**src/rtl/timer_access_master.sv**
```systemverilog
// 64-bit access engine for the 32-bit machine-timer port: coherent hi-lo-hi
// reads of mtime and interrupt-safe three-store writes of mtimecmp.
module timer_access_master #(
    parameter logic [31:0] TIMER_BASE = 32'hFFFF0000,
    parameter int unsigned MAX_RETRY  = 4
) (
    input  logic        clk,
    input  logic        rst_n,
    input  logic        req_valid,
    output logic        req_ready,
    input  logic        req_write,
    input  logic [63:0] req_wdata,
    output logic        rsp_valid,
    output logic [63:0] rsp_rdata,
    output logic        rsp_error,
    output logic [31:0] bus_addr,
    output logic [31:0] bus_wdata,
    output logic        bus_we,
    input  logic [31:0] bus_rdata
);

    localparam int unsigned CW = 4;
    localparam logic [CW-1:0] MAX_CNT = CW'(MAX_RETRY);

    localparam logic [31:0] A_MTIME_LO = TIMER_BASE;
    localparam logic [31:0] A_MTIME_HI = TIMER_BASE + 32'd4;
    localparam logic [31:0] A_CMP_LO   = TIMER_BASE + 32'd8;
    localparam logic [31:0] A_CMP_HI   = TIMER_BASE + 32'd12;

    typedef enum logic [2:0] {
        IDLE,
        RD_HI1,
        RD_LO,
        RD_HI2,
        WR_HIMAX,
        WR_LO,
        WR_HI,
        RESP
    } state_t;

    typedef struct packed {
        logic [31:0] addr;
        logic [31:0] wdata;
        logic        we;
    } bus_drv_t;

    state_t        state, state_nxt;
    bus_drv_t      drv;
    logic [31:0]   hi_a;
    logic [31:0]   lo;
    logic [63:0]   wdata_q;
    logic [CW-1:0] retry_cnt;
    logic [CW-1:0] retry_inc;
    logic          accept;
    logic          hi_match;

    assign accept    = req_valid && req_ready;
    assign hi_match  = (bus_rdata == hi_a);
    assign retry_inc = retry_cnt + 1'b1;

    always_ff @(posedge clk or negedge rst_n) begin
        if (!rst_n) state <= IDLE;
        else        state <= state_nxt;
    end

    always_comb begin
        state_nxt = state;
        case (state)
            IDLE:     if (accept) state_nxt = req_write ? WR_HIMAX : RD_HI1;
            RD_HI1:   state_nxt = RD_LO;
            RD_LO:    state_nxt = RD_HI2;
            RD_HI2: begin
                if (hi_match || retry_inc == MAX_CNT) state_nxt = RESP;
                else                                  state_nxt = RD_LO;
            end
            WR_HIMAX: state_nxt = WR_LO;
            WR_LO:    state_nxt = WR_HI;
            WR_HI:    state_nxt = RESP;
            RESP:     state_nxt = IDLE;
            default:  state_nxt = IDLE;
        endcase
    end

    // Moore bus decode; the high compare word is parked at all-ones first so
    // the intermediate {old_hi, new_lo} value can never match mtime.
    always_comb begin
        drv       = '{addr: TIMER_BASE, wdata: 32'h0, we: 1'b0};
        req_ready = 1'b0;
        rsp_valid = 1'b0;
        case (state)
            IDLE:     req_ready = 1'b1;
            RD_HI1:   drv.addr  = A_MTIME_HI;
            RD_LO:    drv.addr  = A_MTIME_LO;
            RD_HI2:   drv.addr  = A_MTIME_HI;
            WR_HIMAX: drv       = '{addr: A_CMP_HI, wdata: 32'hFFFF_FFFF, we: 1'b1};
            WR_LO:    drv       = '{addr: A_CMP_LO, wdata: wdata_q[31:0],  we: 1'b1};
            WR_HI:    drv       = '{addr: A_CMP_HI, wdata: wdata_q[63:32], we: 1'b1};
            RESP:     rsp_valid = 1'b1;
            default:  ;
        endcase
    end

    assign bus_addr  = drv.addr;
    assign bus_wdata = drv.wdata;
    assign bus_we    = drv.we;

    always_ff @(posedge clk or negedge rst_n) begin
        if (!rst_n) begin
            hi_a      <= 32'h0;
            lo        <= 32'h0;
            wdata_q   <= 64'h0;
            retry_cnt <= '0;
            rsp_rdata <= 64'h0;
            rsp_error <= 1'b0;
        end else begin
            case (state)
                IDLE: begin
                    if (accept) begin
                        wdata_q   <= req_wdata;
                        retry_cnt <= '0;
                    end
                end
                RD_HI1: hi_a <= bus_rdata;
                RD_LO:  lo   <= bus_rdata;
                RD_HI2: begin
                    if (hi_match) begin
                        rsp_rdata <= {hi_a, lo};
                        rsp_error <= 1'b0;
                    end else begin
                        // the fresh hi word becomes the reference for the retry
                        retry_cnt <= retry_inc;
                        hi_a      <= bus_rdata;
                        if (retry_inc == MAX_CNT) begin
                            rsp_rdata <= 64'h0;
                            rsp_error <= 1'b1;
                        end
                    end
                end
                WR_HI:   rsp_error <= 1'b0;
                default: ;
            endcase
        end
    end

endmodule

```
**config.mk**
```make
export PLATFORM = sky130hd
export DESIGN_NAME = timer_access_master
export DESIGN_NICKNAME = d
export VERILOG_FILES = /design/src/rtl/timer_access_master.sv
export SDC_FILE = /design/constraint.sdc
export NUM_CORES = 1
export LEC_CHECK = 0
export ABC_AREA = 1
export BUFFER_PORTS_ARGS = -buffer_cell sky130_fd_sc_hd__buf_2
export CAP_MARGIN = 0
export CORE_AREA = 2 2 130 132
export DETAILED_ROUTE_END_ITERATION = 7
export DIE_AREA = 0 0 132 134
export GPL_ROUTABILITY_DRIVEN = 0
export PLACE_DENSITY_LB_ADDON = 0.2
export SLEW_MARGIN = 25
export SYNTH_ARGS = -nofsm -noshare
export SYNTH_HDL_FRONTEND = slang
export SYNTH_SLANG_ARGS = --single-unit
```
**constraint.sdc**
```tcl
create_clock -name clk -period 4.3 [get_ports clk]
set_clock_uncertainty 0.1 [all_clocks]
set_input_delay 0.645 -clock clk [delete_from_list [all_inputs] [get_ports clk]]
set_output_delay 0.645 -clock clk [all_outputs]
set_load 0.01 [all_outputs]
```
==> Word-level counts from Yosys, hierarchy flattened <==
Index checks and enable logic that the tools add are counted.
{ "totals": {"ff_bits": 200, "latch_bits": 0, "mem_bits_rw": 0, "romBits": 0, "inputBits": 100, "n_memories": 0} }
{ "classes": {"addsub": 1, "multipliers": 0, "div_mod_pow": 0, "order_cmp": 0, "eq_ne": 12, "n_shift": 0, "n_mux": 18, "n_bitwise": 0, "n_reduce_logical": 14} }
{ "op_table": {"columns": ["operator", "n"], "rows": [
  ["64-bit two-way mux", 2],
  ["33-bit one-hot mux with 3 select lines", 1],
  ["32-bit one-hot mux with 2 select lines", 1],
  ["32-bit equality test", 1],
  ["32-bit two-way mux", 1],
  ["3-bit one-hot mux with 8 select lines", 1],
  ["3-bit equality test, second input constant", 4],
  ["4-bit one-hot mux with 3 select lines", 1],
  ["3-bit two-way mux", 3],
  ["4-bit two-way mux", 2],
  ["4-bit one-hot mux with 2 select lines", 1],
  ["2-bit AND reduction", 4],
  ["2-bit nonzero test", 4],
  ["3-bit by 2-bit equality test with 1-bit output, second input constant", 2],
  ["4-bit by 1-bit adder with 4-bit output, second input constant", 1],
  ["4-bit by 3-bit equality test with 1-bit output, second input constant", 1],
  ["1-bit two-way mux", 4],
  ["2-bit inequality test, second input constant", 2],
  ["2-bit OR reduction", 2],
  ["3-bit by 1-bit equality test with 1-bit output, second input constant", 1],
  ["3-bit logical NOT", 1],
  ["3-bit inequality test, second input constant", 1],
  ["3-bit AND reduction", 1],
  ["1-bit one-hot mux with 2 select lines", 1],
  ["other kinds (2)", 2]
]} }

==> Longest topological paths before layout <==
Gate-level depths: netlist of the first run.
{ "logic_depth": {"depth_word": 5, "mapped_depth": 13, "depth_no_buf": 12} }

==> Least setup slack after synthesis of the first run <==
Ideal clock, no wire load.
{ "synth_path": {"path_type": "register -> output", "start": "register state[2]", "end": "output port bus_wdata[10]", "arrival_ns": 1.356, "required_time_ns": 3.555, "slack_ns": 2.199, "path_stages_with_launch": 6, "path_buffers": 1, "cell_sequence": "dfrtp_1 -> inv_2 -> nor3_2 -> clkbuf_1 -> nand2_1 -> nand3_1"} }
{ "synth_via": {"elab_chain_len": 2, "word_cells_on_any_way": 4, "cone_classes": "3 x eq/ne; 1 x mux"} }
{ "synth_lines": {"columns": ["element", "line_no", "text"], "rows": [
  ["from (decl)", "47", "state_t state, state_nxt;"],
  ["from (signal assigned)", "63", "else state <= state_nxt;"],
  ["3-bit equality test", "90", "case (state)"],
  ["33-bit one-hot mux with 3 select lines (*)", "90", null],
  ["to (decl)", "17", "output logic [31:0] bus_wdata,"]
]} }
Every way passes the cells marked *; elsewhere a longest branch is shown, timed or not.

==> Worst setup path after layout of the first run <==
{ "layout_path": {"start": "register state[2]", "end": "output port bus_wdata[26]"} }
Same word-level chain as after synthesis.

==> results_dict.tcl, run 1 <==
set metrics [dict create \
    detail_route.iter0.violations 486 \
    grt_antenna_before_repair 2 \
    crit-reg2reg-capture "rsp_rdata[30]" \
    die_area_sq_um 17690 \
    portBuffers 201 \
    clkSlewWorstSetupHoldPaths_ns 0.07 \
    max_cap_viol_count 0 \
    synthesis.instances 988 \
    worstHoldPathType "in2async" \
    number_of_endpoints_failing_setup_at_the_final_stage 0 \
    timing.critical_path.required_ns 3.56 \
    dp.final_hpwl_microns 14520 \
    h-tree-depth 4 \
    maxSlewHeadroom_pct 38.22 \
    final_nets 1267 \
    synth_cell_types 28 \
    avgViaCountPerCell 5.104 \
    placementRows 47 \
    numClockSinks 200 \
    post_route_worst_setup_slack_ns 1.221 \
    top_level_pins 232 \
    timing.final.crit_share_pct 71.61 \
    die_height_microns 134 \
    maxClockFrequency_mhz 324.8 \
    drt_first_pass_iters 7 \
    floorplan.initialDensity_pct 56.95 \
    num_vias 7140 \
    gr-usage-all-layers_pct 24.87 \
    synthToLayoutAreaGrowth_pct 17.84 \
    post_cts_resize_count 0 \
    grt_first_pass_wirelength_microns 35090 \
    detail-route-antenna-nets 0 \
    drt_wirelength_microns 21260 \
    mostFrequentLayoutCell "sky130_fd_sc_hd__nand2_1" \
    die_w_microns 132 \
    globalRoute.totalOverflow 0 \
    cts_max_path_buffers 2 \
    clkLatencyLatePin_ns 0.43 \
    ys_ff_latch 200 \
    route.detailed.wl_per_inst_microns 15.20 \
    worst_setup_path_start_kind "flop" \
    critical_path_peak_fanout 22 \
    post_route_cells_drive_above_1_share_pct 30.39 \
    floorplan.core_area_sq_um 16290 \
    final.hold.worst_slack_ns 0.03484 \
    number_of_max_slew_violations_in_the_final_report 0 \
    synthesis.area_sq_um 9276 \
    depth_of_the_most_critical_reg_to_reg_path 9 \
    criticalPathCategory "reg2out" \
    drcViolationCount 0 \
    grt_max_degree 120 \
    postCtsSetupBuffers 0 \
    outcome "complete, no violations" \
    total_cts_buffers 17 \
    synth-seq-area-share_pct 53.95 \
    rsz_0062_raised_after_global_routing "false" \
    fin_crit_ns 3.079 \
    cts_tree "yes" \
    number_of_global_route_vias_before_repair 6897 \
    timing.critical_path.to_type "output pin" \
    cts.hold.buffers_added 0 \
    worstPathArrival_ns 2.33 \
    clock_tree.root_cell "sky130_fd_sc_hd__clkbuf_16" \
    worst_pin_slew_ns 0.9266 \
    layout.cells.most_common_list "sky130_fd_sc_hd__nand2_1, sky130_fd_sc_hd__dfrtp_1, sky130_fd_sc_hd__buf_2" \
    irDropWorstVdd_v 0.0003495 \
    post-place-ws_ns 1.227 \
    worstReg2RegStart "hi_a[29]" \
    final-hold-violation-count 0 \
    reg2reg_slack_ns 1.75 \
    dpl.cell_count 1365 \
    yosysWarningCount 0 \
    average_cell_area_after_synthesis_sq_um 9.389 \
    power.density_nw_per_um2 595.5 \
    final_cell_count_without_fillers 1399 \
    fin_tns_setup_ns 0 \
    static-leakage-power_nw 5.907 \
    final_area_sq_um 10930 \
    placed_cell_area_sq_um 10310 \
]
-- kinds of logic (layout without fill, tap and decap cells) --
logic type               after synthesis  in the layout  synth area share (%)
multiplexers                          64             64                 7.971
other                                  2             31               0.08096
flip-flops                           200            200                 53.95
AO/OA/AOI/OAI                         99             99                 6.151
XOR/XNOR                              21             21                 1.983
buffers and inverters                176            338                 9.199
AND/OR/NAND/NOR                      424            424                 20.39
adder cells (fa/ha/maj)                2              2                0.2697
-- how the worst max path moves through the flow --
stage                       start       endpoint  slack [ns]  depth (start not counted)
global route             state[2]  bus_wdata[15]        1.03                          6
detailed placement  bus_rdata[29]  rsp_rdata[30]        1.23                         10
finish                   state[2]  bus_wdata[26]        1.22                          6
floorplan                state[2]  bus_wdata[10]        2.20                          5
CTS                      state[2]  bus_wdata[26]        1.21                          6
global placement    bus_rdata[29]  rsp_rdata[17]        1.28                         10
-- area by class of cell --
class | count | area, sq um
Multi-Input combinational cell | 640 | 3573
Clock buffer | 17 | 425.4
Sequential cell | 200 | 5005
Tap cell | 220 | 275.3
Antenna cell | 1 | 2.502
Timing Repair Buffer | 214 | 1149
Inverter | 92 | 345.3
Clock inverter | 15 | 156.4
Fill cell | 1317 | 5358
-- sequential cells by signal (all words and copies together), names as in the netlist --
| name | flops |
|---|---|
| rsp_rdata | 64 |
| wdata_q | 64 |
| hi_a | 32 |
| lo | 32 |
| retry_cnt | 4 |
| state | 3 |
| rsp_error | 1 |
-- worst max-delay path, cell delays in order (launching register included) --
cell and delay (ns):
sky130_fd_sc_hd__dfrtp_1 0.50, sky130_fd_sc_hd__inv_2 0.16, sky130_fd_sc_hd__nor3_4 0.54, sky130_fd_sc_hd__buf_4 0.38
sky130_fd_sc_hd__nand2_1 0.10, sky130_fd_sc_hd__nand3_1 0.09, sky130_fd_sc_hd__buf_2 0.14
-- through the flow --
| step | util (%) | total power, mW |
|---|---|---|
| floorplan | - | 4.362 |
| global placement | 63.25 | 4.860 |
| detailed placement | 63.28 | 4.942 |
| CTS | 66.86 | 6.550 |
| global route | 67.11 | 6.977 |
| finish | 67.11 | 6.510 |
-- metal layers --
layer / part of all wire [%] / track usage (%)
met5: 0.061 / 0
met4: 1.1 / 8.031
met3: 6.1 / 5.971
met2: 48 / 38.45
met1: 45 / 34.98
-- power breakdown --
part	switching [mW]	internal [mW]	total, mW	leakage [nW]
combinational	1.22	0.798	2.02	3.09
clock	0.762	0.826	1.59	0.283
sequential	0.384	2.52	2.90	2.53
-- Yosys cell counts, drive strengths merged --
cell type / instances / area share [%]
a21oi: 20 / 1.1
buf: 62 / 4.6
clkbuf: 22 / 0.89
conb: 2 / 0.081
dfrtp: 200 / 54
ha: 2 / 0.27
inv: 92 / 3.7
mux2: 64 / 8.0
nand2: 235 / 9.6
nand3: 140 / 8.4
nand3b: 2 / 0.16
nand4: 1 / 0.067
nor2: 44 / 2.0
nor3: 2 / 0.22
o21ai: 79 / 5.1
xnor2: 20 / 1.9
xor2: 1 / 0.094
No activity file was read; power rests on OpenSTA's default activity.
==> run 2: changes to the inputs <==
Settings changed: CORE_AREA 2 2 130 132 to 2 2 135 137, DIE_AREA 0 0 132 134 to 0 0 137 139.
Clock period 4.3 ns to 3.1 ns, I/O delays scaled along.
==> run 2 against run 1 <==
Against the previous run: the flow now finishes with violations (negative hold slack); sequential power up 39%; total power up 40%; core utilization down 5.0 points; worst setup slack worse by 0.70 ns; routed wire length up 1.7%; largest cell class unchanged.
==> results_dict.tcl, run 2 (same netlist as run 1, synthesis figures left out) <==
set metrics [dict create \
    outcome "complete, but fails checks" \
    failed_checks "negative hold slack" \
    timing.critical_path.required_ns 2.53 \
    worst_setup_path_start_kind "flop" \
    timing.final.crit_share_pct 83.10 \
    grt_first_pass_wirelength_microns 34720 \
    total_cts_buffers 17 \
    final_cell_count_without_fillers 1416 \
    final.hold.worst_slack_ns -0.01656 \
    h-tree-depth 4 \
    irDropWorstVdd_v 0.0006146 \
    gr-usage-all-layers_pct 23.12 \
    dp.final_hpwl_microns 15130 \
    pwr-share-clk_pct 24.6 \
    static-leakage-power_nw 5.928 \
    dpl.cell_count 1382 \
    p_comb_share_pct 31.2 \
    drt_first_pass_iters 5 \
    placed_cell_area_sq_um 10380 \
    synthToLayoutAreaGrowth_pct 18.30 \
    maxSlewHeadroom_pct 35.88 \
    clkSlewWorstSetupHoldPaths_ns 0.07 \
    avgViaCountPerCell 4.990 \
    post_route_cells_drive_above_1_share_pct 30.55 \
    clock_tree.root_cell "sky130_fd_sc_hd__clkbuf_16" \
    number_of_endpoints_failing_setup_at_the_final_stage 0 \
    reg_top3 "rsp_rdata: 64 flops, wdata_q: 64 flops" \
    postCtsSetupBuffers 0 \
    portBuffers 201 \
    final-hold-violation-count 17 \
    route.detailed.wl_per_inst_microns 15.27 \
    worstPathArrival_ns 2.01 \
    drcViolationCount 0 \
    floorplan.core_area_sq_um 17660 \
    die_w_microns 137 \
    numClockSinks 200 \
    globalRoute.totalOverflow 0 \
    criticalPathCategory "reg2out" \
    post_cts_resize_count 0 \
    power_switching_share_pct 35.47 \
    rsz_0062_raised_after_global_routing "false" \
    mostFrequentLayoutCell "sky130_fd_sc_hd__nand2_1" \
    number_of_max_slew_violations_in_the_final_report 0 \
    cts.hold.buffers_added 0 \
    critical_path_peak_fanout 34 \
    max_cap_viol_count 0 \
    timing.critical_path.to_type "output pin" \
    layout.cells.most_common_list "sky130_fd_sc_hd__nand2_1, sky130_fd_sc_hd__dfrtp_1, sky130_fd_sc_hd__buf_2" \
    switchingPower_mw 3.221 \
    power.density_nw_per_um2 827.6 \
    p_int_mw 5.861 \
    top_level_pins 232 \
    floorplan.initialDensity_pct 52.54 \
    clkLatencyLatePin_ns 0.42 \
    power_mw 9.082 \
    maxClockFrequency_mhz 388.2 \
    number_of_global_route_vias_before_repair 6818 \
    cts_max_path_buffers 2 \
    worst_pin_slew_ns 0.9617 \
    worstHoldPathType "in2async" \
    placementRows 49 \
    final_nets 1274 \
    fin_crit_ns 2.576 \
    fin_tns_setup_ns 0 \
    grt_antenna_before_repair 2 \
    final_area_sq_um 10970 \
    detail_route.iter0.violations 603 \
    detail-route-antenna-nets 0 \
    grt_max_degree 96 \
    power_frac_seq_pct 44.3 \
    die_height_microns 139 \
    num_vias 7066 \
    cts_tree "yes" \
    die_area_sq_um 19040 \
    drt_wirelength_microns 21620 \
]
run 2: path summary, 6_finish.rpt:
| check | startpoint | to | slack [ns] | cells after the start |
|---|---|---|---|---|
| setup / recovery | state[2] | bus_wdata[23] | 0.52 | 6 |
| hold / removal | rst_n | rsp_rdata[7] | -0.02 | 1 |
| setup reg to reg | hi_a[29] | hi_a[11] | 0.82 | 11 |
| hold reg to reg | lo[13] | lo[13] | 0.39 | 2 |
| max in group asynchronous | rst_n | wdata_q[62] | 2.09 | 2 |
| min in group clk | req_wdata[36] | wdata_q[36] | 0.17 | 2 |
run 2: metal layers:
layer  wire length [microns]  global-route usage, %  share of wire (%)  vias up
met3                    1357                  5.921                6.3       25
li1                        -                      -                  -     3479
met1                    9972                  33.32                 46     3335
met2                    9926                  34.51                 46      227
met4                     365                  6.945                1.7        0
met5                       0                      0                  0        -
run 2: area by class of cell:
type / count / area, sq um
diodes: 2 / 5.005
clock buffers: 21 / 450.4
clock inverters: 11 / 138.9
fillers: 1520 / 6683
inverters: 92 / 345.3
multi-input cells: 640 / 3553
flip-flops and latches: 200 / 5005
well taps: 229 / 286.5
repair buffers: 221 / 1190
run 2: metrics by stage:
stage | setup WS [ns] | util (%)
after floorplan | 1.179 | -
after global placement | 0.6618 | 58.79
after detailed placement | 0.6452 | 58.79
after CTS | 0.4909 | 62.12
after global routing | 0.3531 | 62.15
final | 0.5238 | 62.15
run 2: power groups by stage:
| stage | sequential, mW | clock (mW) | combinational (mW) |
|---|---|---|---|
| after floorplan | 3.91 | 0 | 2.14 |
| after global placement | 4.04 | 0 | 2.75 |
| after detailed placement | 4.06 | 0 | 2.83 |
| after CTS | 4.02 | 2.27 | 2.85 |
| after global routing | 4.13 | 2.37 | 3.20 |
| final | 4.02 | 2.23 | 2.83 |
run 2: worst max-delay path: stages (launching register included):
cell and delay, ns:
sky130_fd_sc_hd__dfrtp_1 0.51, sky130_fd_sc_hd__inv_2 0.15, sky130_fd_sc_hd__nor3_4 0.17, sky130_fd_sc_hd__buf_4 0.37, sky130_fd_sc_hd__nand2_1 0.10, sky130_fd_sc_hd__nand3_1 0.12, sky130_fd_sc_hd__buf_2 0.16
==> run 3: changes to the inputs <==
Settings changed: ABC_AREA 1 to 0.
Clock period 3.1 ns to 2.5 ns, I/O delays scaled along.
==> run 3 against run 2 <==
Against the previous run: the flow now finishes without violations; global-route usage decreased by 0.50 points; critical path type is now reg2reg; critical endpoint is now rsp_rdata[50]; count of clock-buffer cells in the layout up 1; total power increased by 50%; combinational power is 86% higher.
==> results_dict.tcl, run 3 <==
set metrics [dict create \
    cts_max_path_buffers 2 \
    synth-seq-area-share_pct 54.41 \
    depth_of_the_most_critical_reg_to_reg_path 6 \
    die_area_sq_um 19040 \
    grt_max_degree 65 \
    crit-reg2reg-capture "rsp_rdata[50]" \
    die_height_microns 139 \
    worst_pin_slew_ns 0.5168 \
    grt_first_pass_wirelength_microns 33780 \
    layout.cells.most_common_list "sky130_fd_sc_hd__nand2_1, sky130_fd_sc_hd__dfrtp_1, sky130_fd_sc_hd__buf_2" \
    power.density_nw_per_um2 1237 \
    globalRoute.totalOverflow 0 \
    worst_setup_path_start_kind "flop" \
    post_route_cells_drive_above_1_share_pct 22.53 \
    postSynth.topFlopCell "sky130_fd_sc_hd__dfrtp_1" \
    worstPathArrival_ns 2.51 \
    placementRows 49 \
    die_w_microns 137 \
    irDropWorstVdd_v 0.0006165 \
    h-tree-depth 4 \
    rsz_0062_raised_after_global_routing "false" \
    ys_ff_latch 200 \
    detail-route-antenna-nets 0 \
    antenna_cells_inserted 0 \
    synth_cell_types 38 \
    number_of_global_route_vias_before_repair 6649 \
    outcome "complete, no violations" \
    cts.hold.buffers_added 1 \
    postCtsSetupBuffers 0 \
    static-leakage-power_nw 6.074 \
    post_cts_resize_count 0 \
    synthToLayoutAreaGrowth_pct 19.68 \
    numClockSinks 200 \
    met3_usage_pct 5.373 \
    synthMostInstantiatedCell "sky130_fd_sc_hd__nand2_1" \
    worstHoldPathType "in2reg" \
    timing.final.crit_share_pct 92.32 \
    total_cts_buffers 17 \
    drt_first_pass_iters 4 \
    critical_path_peak_fanout 13 \
    fin_crit_ns 2.308 \
    drt_wirelength_microns 21170 \
    final_area_sq_um 11010 \
    reg_top3 "rsp_rdata: 64 flops, wdata_q: 64 flops" \
    grt_use_met1_pct 31.49 \
    synthesis.area_sq_um 9199 \
    dp.final_hpwl_microns 14500 \
    synthesis.instances 947 \
    origin_of_the_worst_setup_path "hi_a[31]" \
    gr-usage-all-layers_pct 22.62 \
    clkSlewWorstSetupHoldPaths_ns 0.07 \
    floorplan.initialDensity_pct 52.10 \
    dpl.cell_count 1343 \
    final_nets 1236 \
    placed_cell_area_sq_um 10440 \
    route.detailed.wl_per_inst_microns 15.40 \
    cp-endpoint "rsp_rdata[50]" \
    worstReg2RegStart "hi_a[31]" \
    synth_enable_flop_cells 0 \
    num_vias 6763 \
    timing.critical_path.required_ns 2.70 \
    synth_area_leader_cell "sky130_fd_sc_hd__dfrtp_1" \
    cts_tree "yes" \
    fin_tns_setup_ns 0 \
    max_cap_viol_count 0 \
    mostFrequentLayoutCell "sky130_fd_sc_hd__nand2_1" \
    portBuffers 201 \
    synth_top_cells_by_count "sky130_fd_sc_hd__nand2_1, sky130_fd_sc_hd__dfrtp_1, sky130_fd_sc_hd__inv_1, sky130_fd_sc_hd__mux2i_1, sky130_fd_sc_hd__a21oi_1" \
    final_cell_count_without_fillers 1374 \
    drcViolationCount 0 \
    average_cell_area_after_synthesis_sq_um 9.714 \
    detail_route.iter0.violations 347 \
    clkLatencyLatePin_ns 0.43 \
    clock_tree.root_cell "sky130_fd_sc_hd__clkbuf_16" \
    floorplan.core_area_sq_um 17660 \
    top_level_pins 232 \
    final-hold-violation-count 0 \
    grt.met2_usage_pct 35.24 \
    number_of_endpoints_failing_setup_at_the_final_stage 0 \
    avgViaCountPerCell 4.922 \
    grt_antenna_before_repair 0 \
    synth_top_cell_area_share_pct 54.41 \
    globalRoute.busiestLayer "met2" \
    number_of_max_slew_violations_in_the_final_report 0 \
    reg2reg_slack_ns 0.19 \
    timing.critical_path.to_type "flop" \
    yosysWarningCount 0 \
    synth.top_cells.by_area "sky130_fd_sc_hd__dfrtp_1, sky130_fd_sc_hd__nand2_1, sky130_fd_sc_hd__mux2i_1" \
    asyncSetResetFlopFracSynth_pct 100.0 \
    maxClockFrequency_mhz 433.3 \
    maxSlewHeadroom_pct 65.54 \
    criticalPathCategory "reg2reg" \
]
-- run 3: cell types whose count changed after synthesis, sizes merged, moves of 13 or more --
cell   change
nand3    -136
mux2i     +67
a21oi     +45
nor2      -41
mux2      -32
nor2b     +32
o21ai     -15
buf       -13
-- run 3: through the flow --
stage,setup slack (ns),total power [mW],hold slack (ns),util [%]
3_3_place_gp,0.1099,10.82,0.3034,59.11
4_1_cts,0.1432,13.75,0.02364,62.35
5_1_grt,0.03341,14.62,0.02778,62.35
2_1_floorplan,0.5538,9.067,-0.02059,-
6_report,0.1919,13.62,0.03850,62.35
3_5_place_dp,0.06467,11.02,0.2976,59.11
-- run 3: cell families (layout without fill, tap and decap cells) --
| kind of cell | after synthesis | after routing | share of synthesized area, % |
|---|---|---|---|
| xor gates and xnor gates | 34 | 34 | 3.237 |
| DFF | 200 | 200 | 54.41 |
| buffers and inverters | 182 | 352 | 9.072 |
| other | 2 | 30 | 0.08164 |
| and+or+nand+nor | 291 | 291 | 13.87 |
| AOI/OAI and AO/OA | 137 | 137 | 7.848 |
| muxes | 99 | 99 | 11.21 |
| adders and majority gates | 2 | 2 | 0.2720 |
-- run 3: area by class of cell --
type,count,area [sq um]
Inverter,99,371.6
Clock inverter,8,98.84
Sequential cell,200,5005
Fill cell,1515,6648
Tap cell,229,286.5
Clock buffer,22,464.2
Timing Repair Buffer,223,1282
Multi-Input combinational cell,593,3501
-- run 3: worst max-delay path, stage by stage, from the launching register on --
cell	delay, ns
sky130_fd_sc_hd__dfrtp_1	0.40
sky130_fd_sc_hd__xnor2_1	0.23
sky130_fd_sc_hd__nand4_1	0.23
sky130_fd_sc_hd__nor4_4	0.49
sky130_fd_sc_hd__nand3_4	0.27
sky130_fd_sc_hd__buf_4	0.30
sky130_fd_sc_hd__mux2i_1	0.15
-- run 3: power by group --
part | leakage, nW | total, mW | internal [mW] | switching [mW]
sequential | 2.43 | 5.71 | 4.84 | 0.862
clock | 0.272 | 2.66 | 1.51 | 1.15
combinational | 3.38 | 5.25 | 2.19 | 3.06
-- run 3: worst min path at each step --
stage                     slack, ns             to  depth (start not counted)          start
after floorplan               -0.02        hi_a[0]                          0          rst_n
after global placement         0.30  rsp_rdata[26]                          1          rst_n
after detailed placement       0.30  rsp_rdata[26]                          1          rst_n
after CTS                      0.02    wdata_q[54]                          3  req_wdata[54]
after global routing           0.03    wdata_q[38]                          3  req_wdata[38]
final                          0.04    wdata_q[54]                          3  req_wdata[54]
-- run 3: metal layers --
layer | vias to the layer above | wire (microns)
li1 | 3316 | -
met1 | 3239 | 9570
met2 | 180 | 10060
met3 | 28 | 1107
met4 | 0 | 429
met5 | - | 0
